==> config.mk <==
export PLATFORM = sky130hd
export DESIGN_NAME = instr_fetch
export DESIGN_NICKNAME = d
export VERILOG_FILES = /design/src/rtl/instr_fetch.sv
export SDC_FILE = /design/constraint.sdc
export NUM_CORES = 2
export LEC_CHECK = 0
export CAP_MARGIN = 20
export CORE_MARGIN = 2
export CORE_UTILIZATION = 30
export DETAILED_ROUTE_END_ITERATION = 12
export SYNTH_ARGS = -nofsm -noshare
export SYNTH_HDL_FRONTEND = slang
export SYNTH_SLANG_ARGS = --single-unit
==> constraint.sdc <==
create_clock -name i_clk -period 3.56 [get_ports i_clk]
set_clock_uncertainty 0.05 [all_clocks]
set_input_delay 0.356 -clock i_clk [delete_from_list [all_inputs] [get_ports i_clk]]
set_output_delay 0.356 -clock i_clk [all_outputs]
set_load 0.02 [all_outputs]
==> src/rtl/instr_fetch.sv <==
// -----------------------------------------------------------------------------
// instr_fetch: instruction fetch stage of the 8-bit single-issue datapath.
//
// Holds the program counter and a 2**PC_W x INSTR_W instruction memory that is
// filled through a serial load port while the stage is idle. In RUN it
// presents one registered instruction per cycle to the decoder. The next PC
// comes from the decoder-resolved branch decision, subject to stall and the
// run/idle handshake.
//
// Optional feature macro: HALT_ON_SELF_BRANCH_EN
//   defined   - a taken branch-to-self (offset all ones) parks the stage in
//               HALT with o_halted=1 until i_run drops.
//   undefined - no HALT state; o_halted is tied to 0.
//
// Ports:
//   i_clk            rising-edge clock
//   i_reset_n        asynchronous active-low reset
//   i_load_en        write i_load_data to imem[i_load_addr] (IDLE/LOAD only)
//   i_load_addr      load write address
//   i_load_data      load write data
//   i_run            level: 1 = execute program, 0 = return to IDLE
//   i_stall          hold PC and instruction this cycle
//   i_branch_taken   current instruction is a taken branch
//   i_branch_offset  sign-extended branch displacement (two's complement)
//   o_pc             address of the instruction on o_instruction
//   o_instruction    registered instruction word to control/decode
//   o_instr_valid    o_instruction is a live fetched word
//   o_halted         self-branch halt reached
// -----------------------------------------------------------------------------
module instr_fetch #(
    parameter int unsigned          PC_W     = 8,
    parameter int unsigned          INSTR_W  = 8,
    parameter logic [PC_W-1:0]      RESET_PC = '0
) (
    input  logic               i_clk,
    input  logic               i_reset_n,
    input  logic               i_load_en,
    input  logic [PC_W-1:0]    i_load_addr,
    input  logic [INSTR_W-1:0] i_load_data,
    input  logic               i_run,
    input  logic               i_stall,
    input  logic               i_branch_taken,
    input  logic [PC_W-1:0]    i_branch_offset,
    output logic [PC_W-1:0]    o_pc,
    output logic [INSTR_W-1:0] o_instruction,
    output logic               o_instr_valid,
    output logic               o_halted
);

    localparam int unsigned     Depth = 1 << PC_W;
    localparam logic [PC_W-1:0] PcOne = {{(PC_W-1){1'b0}}, 1'b1};

`ifdef HALT_ON_SELF_BRANCH_EN
    typedef enum logic [1:0] {StIdle, StLoad, StRun, StHalt} state_e;
`else
    typedef enum logic [1:0] {StIdle, StLoad, StRun} state_e;
`endif

    state_e             r_state;
    state_e             w_state_d;
    logic [PC_W-1:0]    r_pc;
    logic [PC_W-1:0]    w_pc_d;
    logic [INSTR_W-1:0] r_instruction;
    logic               r_valid;
    logic               w_valid_d;
    logic               w_fetch;
    logic               w_mem_we;
    logic [PC_W-1:0]    w_pc_inc;
    logic [PC_W-1:0]    w_pc_branch;
    logic [INSTR_W-1:0] r_imem [Depth];

`ifdef HALT_ON_SELF_BRANCH_EN
    logic               r_halted;
    logic               w_halted_d;
    logic               w_self_branch;
`endif

    // Modulo-2**PC_W arithmetic; a negative offset wraps naturally.
    assign w_pc_inc    = r_pc + PcOne;
    assign w_pc_branch = w_pc_inc + i_branch_offset;

`ifdef HALT_ON_SELF_BRANCH_EN
    assign w_self_branch = i_branch_taken && (i_branch_offset == {PC_W{1'b1}});
`endif

    always_comb begin
        w_state_d = r_state;
        w_pc_d    = r_pc;
        w_valid_d = r_valid;
        w_fetch   = 1'b0;
        w_mem_we  = 1'b0;
`ifdef HALT_ON_SELF_BRANCH_EN
        w_halted_d = r_halted;
`endif
        unique case (r_state)
            StIdle: begin
                if (i_load_en) begin
                    w_state_d = StLoad;
                    w_mem_we  = 1'b1;
                end else if (i_run) begin
                    w_state_d = StRun;
                    w_pc_d    = RESET_PC;
                    w_fetch   = 1'b1;
                    w_valid_d = 1'b1;
                end
            end
            StLoad: begin
                if (i_load_en) begin
                    w_mem_we = 1'b1;
                end else begin
                    w_state_d = StIdle;
                end
            end
            StRun: begin
                // run=0 wins over stall and branch; pc/instruction hold.
                if (!i_run) begin
                    w_state_d = StIdle;
                    w_valid_d = 1'b0;
                end else if (!i_stall) begin
`ifdef HALT_ON_SELF_BRANCH_EN
                    if (w_self_branch) begin
                        w_state_d  = StHalt;
                        w_valid_d  = 1'b0;
                        w_halted_d = 1'b1;
                    end else begin
                        w_pc_d  = i_branch_taken ? w_pc_branch : w_pc_inc;
                        w_fetch = 1'b1;
                    end
`else
                    w_pc_d  = i_branch_taken ? w_pc_branch : w_pc_inc;
                    w_fetch = 1'b1;
`endif
                end
            end
`ifdef HALT_ON_SELF_BRANCH_EN
            StHalt: begin
                if (!i_run) begin
                    w_state_d  = StIdle;
                    w_halted_d = 1'b0;
                end
            end
`endif
            default: begin
                w_state_d = StIdle;
                w_valid_d = 1'b0;
            end
        endcase
    end

    always_ff @(posedge i_clk or negedge i_reset_n) begin
        if (!i_reset_n) begin
            r_state       <= StIdle;
            r_pc          <= RESET_PC;
            r_instruction <= '0;
            r_valid       <= 1'b0;
        end else begin
            r_state <= w_state_d;
            r_pc    <= w_pc_d;
            r_valid <= w_valid_d;
            if (w_fetch) begin
                r_instruction <= r_imem[w_pc_d];
            end
        end
    end

`ifdef HALT_ON_SELF_BRANCH_EN
    always_ff @(posedge i_clk or negedge i_reset_n) begin
        if (!i_reset_n) begin
            r_halted <= 1'b0;
        end else begin
            r_halted <= w_halted_d;
        end
    end
    assign o_halted = r_halted;
`else
    assign o_halted = 1'b0;
`endif

    // Memory contents survive reset, so no reset on this process.
    always_ff @(posedge i_clk) begin
        if (w_mem_we) begin
            r_imem[i_load_addr] <= i_load_data;
        end
    end

    assign o_pc          = r_pc;
    assign o_instruction = r_instruction;
    assign o_instr_valid = r_valid;

endmodule

# Word level (Yosys, flattened, before mapping)
# Memory sizes are Yosys's and may differ from the RTL's. A register that Yosys moved wholly into a read port is not among the register bits.
# Cells that the tools add are included.
# totals
in_bits	30
output_inout_bits	18
elab_cells	43
n_memories	1
mem_bits_rw	2048
ff_bits	11
# memory_table
memory	words	width	rd	rd_ports_with_merged_regs	write_ports	line	source
r_imem	256	8	1	1	1	70	logic [INSTR_W-1:0] r_imem [Depth];
# op_classes
n_eq_ne	7
reduce_logical	5
muxes	24
n_bitwise	1
n_addsub	2
# op_table
op	n
$mux 8	5
$pmux 8 s2	1
$mux 1	11
$add 8x1->8 const B	1
$add 8x8->8	1
$mux 2	4
$ne 2x2->1 const B	4
$pmux 2 s3	1
$reduce_and 4->1	1
$ne 3x3->1 const B	1
$pmux 1 s3	1
$reduce_and 3->1	1
$eq 2x1->1 const B	1
$eq 2x2->1 const B	1
$logic_not 2->1	1
$pmux 1 s2	1
$reduce_or 2->1	1
$logic_not 1->1	1
$not 1->1	1

# Logic depth before layout (Yosys ltp)
# depth
ltp_word	6
mapped_depth	19
depth_no_buf	16

# Worst setup path after synthesis
# No wires, ideal clock.
# synth_path
path_kind	register -> register
start	reg r_pc[0], in the netlist o_pc[0]
end	reg r_instruction[5], in the netlist o_instruction[5], read port of r_imem
synth_period_minus_slack_ps	3690
path_slack_ps	-130
path_stages_with_launch	17
setup_ps	132
n_path_buf	1
arrival_time_ps	3508
t_required_ps	3378
path_cell_list	dfrtp_1 -> nand3_1 -> xnor2_1 -> ha_1 -> nor2_1 -> a21oi_1 -> or2_2 -> a221oi_4 -> inv_2 -> nand2_1 -> clkbuf_1 -> a221oi_1 -> a32oi_1 -> nand4_1 -> a31o_1 -> a41oi_1 -> o21ai_1
# synth_via
elab_chain_len	6
word_cells_on_any_way	8
classes_between	2 x add/sub; 6 x mux
# synth_lines
element	line	source
from (decl)	61	logic [PC_W-1:0] r_pc;
from (signal assigned)	158	r_pc <= w_pc_d;
$add 8x1->8	79	assign w_pc_inc = r_pc + PcOne;
$add 8x8->8	80	assign w_pc_branch = w_pc_inc + i_branch_offset;
$mux 8	130	w_pc_d = i_branch_taken ? w_pc_branch : w_pc_inc;
$mux 8	119	end else if (!i_stall) begin
$mux 8	116	if (!i_run) begin
$pmux 8 s2 *	95	unique case (r_state)
to (decl)	63	logic [INSTR_W-1:0] r_instruction;
# Mark *: on every way between the ends. The rest lies on a longest branch, timed or not.
# A chain may end at the register's enable or synchronous reset.

# Final worst setup path
# layout_path
start	reg r_pc[0], in the netlist o_pc[0]
end	reg r_instruction[2], in the netlist o_instruction[2], read port of r_imem
# Same word-level chain as after synthesis.

==> qor.csv <==
metric;value;unit
status;finished, violations left;
failing checks;setup timing;
Unique masters post-synth;75;
Yosys warning count;0;
Num CTS Buffers;201;
asr flop ratio synth;0.9192;%
clk_lat worst skew;860;ps
crit-path most repeated cell;buf_4;
EDFF count, synth;2048;
multi-input combinational cell area;0.02056;mm²
max-capacitance violation count;0;
WL met3;23790;µm
vias in the first global route;49963;
ys flop type;edfxtp_1;
Crit path required time;4250;ps
via count;51149;
Final setup viols;8;
post-synthesis sequential area ratio;75.09;%
met2 WL;119800;µm
PD cells;543.6;mW/mm²
drt first pass iters;5;
Final Critical Period;4173;ps
syn_area_per_cell;16.26;µm²
Worst VDD drop;0.0004092;V
static leakage;0.03588;µW
M1 wire length;99670;µm
worst-path fanout max;10;
Root Buffer;clkbuf_16;
Crit path largest cell delay;460;ps
flop2flop setup slack;-610;ps
number of I/O pins;48;
first-pass GRT wire length;358700;µm
dpl cell area;0.09390;mm²
crit path DAT;4860;ps
Top Metal Used;met5;
Register Area;0.06198;mm²
RSZ-0062 raised after global routing;yes;
Finished Cell Area;0.1038;mm²
port bufs;46;
syn nets;5116;
critical path launch point type;flip-flop;
share of cells above drive strength 1;28.37;%
first-iteration detailed-routing DRC count;6548;
drc violations;0;
TritonCTS clock tree;yes;
largest net degree at the start of global routing;109;
Die Span Y;528.5;µm
Total GRT Usage;17.57;%
Synth Instances;5077;
Setup Slack @ Placement;-1525;ps
Hold Fails Final Rpt;0;
fmax;0.2396;GHz
Layout area overhead;25.81;%
Total Negative Setup Slacks;-4321;ps
Syn Std Cell Area;0.08253;mm²
CP cell instances;ha_4 -> xor2_4 -> ha_4 -> buf_4 -> xnor2_2 -> mux2i_2 -> buf_4 -> a21o_1 -> and2_4 -> buf_12 -> buf_16 -> buf_4 -> a32oi_1 -> a22o_1 -> o31ai_1 -> nand4_1 -> buf_4 -> and4_2 -> mux2i_1 -> o21ai_1;
top cell type's share of synthesized area;74.52;%
Die X;528.5;µm
Fill cells;24877;
Min Hold Slack;0.2987;ps
Congestion Overflow GR;0;
fin. max-slew vios;0;
row cnt;192;
antenna violation net count after detailed routing;0;
synth top area cells;edfxtp_1 75%, mux4_2 4.7%, mux2i_1 3.3%;
Initial Util;30.16;%
core area;0.2736;mm²
R2R cell count;20;
die area;0.2793;mm²
initial antenna violation count;12;
H-tree depth;4;
Final Cycle Share;117.2;%
Detailed Place HPWL;165200;µm
critical path class;flip-flop to flip-flop;
Synth area leader;edfxtp_1;
Least-Margin Pin Slew;1074;ps
register bit total from synthesis;2067;
RD Place Congestion;0.9457;
WL per Instance;26.01;µm
clk sinks;2067;
Max stage delay cell, worst path;dfrtp_2;
Clock Path Buffers;3;
final worst slack;-613.4;ps
final cell utilization of the core;37.95;%
WHS Path Cells;1;
Vias/cell;5.237;
Total Wirelength;254000;µm
Crit. End Element;flip-flop;
Net count, final;6043;
Rel. slew slack;28.42;%
clk slew on worst S/H paths;60;ps
class of the worst hold path;input port to flip-flop;
Yosys cell counts, types with 27 or more instances:
| cell | n |
|---|---|
| a211oi_1 | 60 |
| a21oi_1 | 53 |
| a221oi_1 | 37 |
| a22oi_1 | 36 |
| a311oi_1 | 43 |
| a31oi_1 | 45 |
| a32oi_1 | 127 |
| and3_1 | 117 |
| buf_2 | 92 |
| buf_4 | 32 |
| clkbuf_1 | 162 |
| edfxtp_1 | 2048 |
| mux2_2 | 30 |
| mux2i_1 | 274 |
| mux4_2 | 172 |
| nand2_1 | 722 |
| nand3_1 | 228 |
| nand4_1 | 46 |
| nor2_1 | 321 |
| o2111ai_1 | 38 |
| o21ai_0 | 52 |
| o31ai_1 | 27 |
cells in the final DEF (no fill, tap or decap), drive strengths merged, types with 53 or more instances in the layout:
cell type,n
a211oi,60
a21oi,53
a32oi,127
and3,117
buf,1002
clkbuf,251
clkinv,87
edfxtp,2048
mux2i,274
mux4,172
nand2,722
nand3,229
nor2,324
o21ai,76
area by class of cell:
cell class	count	area share, %
sequential	2067	59.69
multi-input combinational	2662	19.80
timing repair buffer	1056	9.512
clock buffer	246	5.067
tap	3589	4.325
clock inverter	124	1.493
inverter	15	0.08676
antenna	6	0.01446
timing repair inverter	1	0.008435
routing by layer:
metal  up-vias  global-route usage (%)
met4         6                   6.843
li1      21939                       -
met1     26186                   23.20
met5         -                       0
met3       473                   3.610
met2      2545                   28.35
state kept, by name (all words and copies together), names as in the netlist:
register / flops
o_instr_valid: 1
o_instruction: 8
o_pc: 8
r_imem: 2048
r_state: 2
worst max-delay path, delay by kind of cell (launching register included):
kind | cells | cell delay [ps]
AOI/OAI and AO/OA | 5 | 830
xor gates and xnor gates | 2 | 300
adders and majority gates | 2 | 430
buffers and inverters | 6 | 980
DFF | 1 | 460
muxes | 2 | 330
and+or+nand+nor | 3 | 650
path summary, 6_finish.rpt:
path,endpoint,from
min,r_imem[198][5],i_load_data[5]
max,o_instruction[2],o_pc[0]
min in group asynchronous,o_instruction[5],i_reset_n
min reg2reg,o_instr_valid,o_instr_valid
max in group asynchronous,o_pc[3],i_reset_n
max reg2reg,o_instruction[2],o_pc[0]
report_power, final:
group | internal (µW) | switching [µW]
Clock | 12500 | 9420
Sequential | 26800 | 143
Combinational | 3150 | 4440
per-stage QoR:
stage	total power, µW	instances
after CTS	56240	9696
after global placement	34020	9287
final	56450	9766
after floorplan	30590	5077
after global routing	57960	9763
after detailed placement	34060	9287
cells by family (layout without fill, tap and decap cells):
group           after synthesis  after routing  share of synthesized area, %
compound gates              654            654                         6.102
simple gates               1515           1515                         8.053
fa+ha+maj                     9              9                        0.1455
flops                      2067           2067                         75.09
other cells                   1              7                      0.004544
buf+inv                     348           1442                         2.100
mux                         477            477                         8.440
xor+xnor                      6              6                       0.06367
what timing repair did:
action	4_1_cts	5_1_grt
hold endpoints to repair	243	1
hold buffers	6	1
cloned	7	6
resized for setup	209	124
pin swaps	47	38
setup buffers	27	58
endpoints found under the setup margin	8	8
No activity file was read; power rests on OpenSTA's default activity.
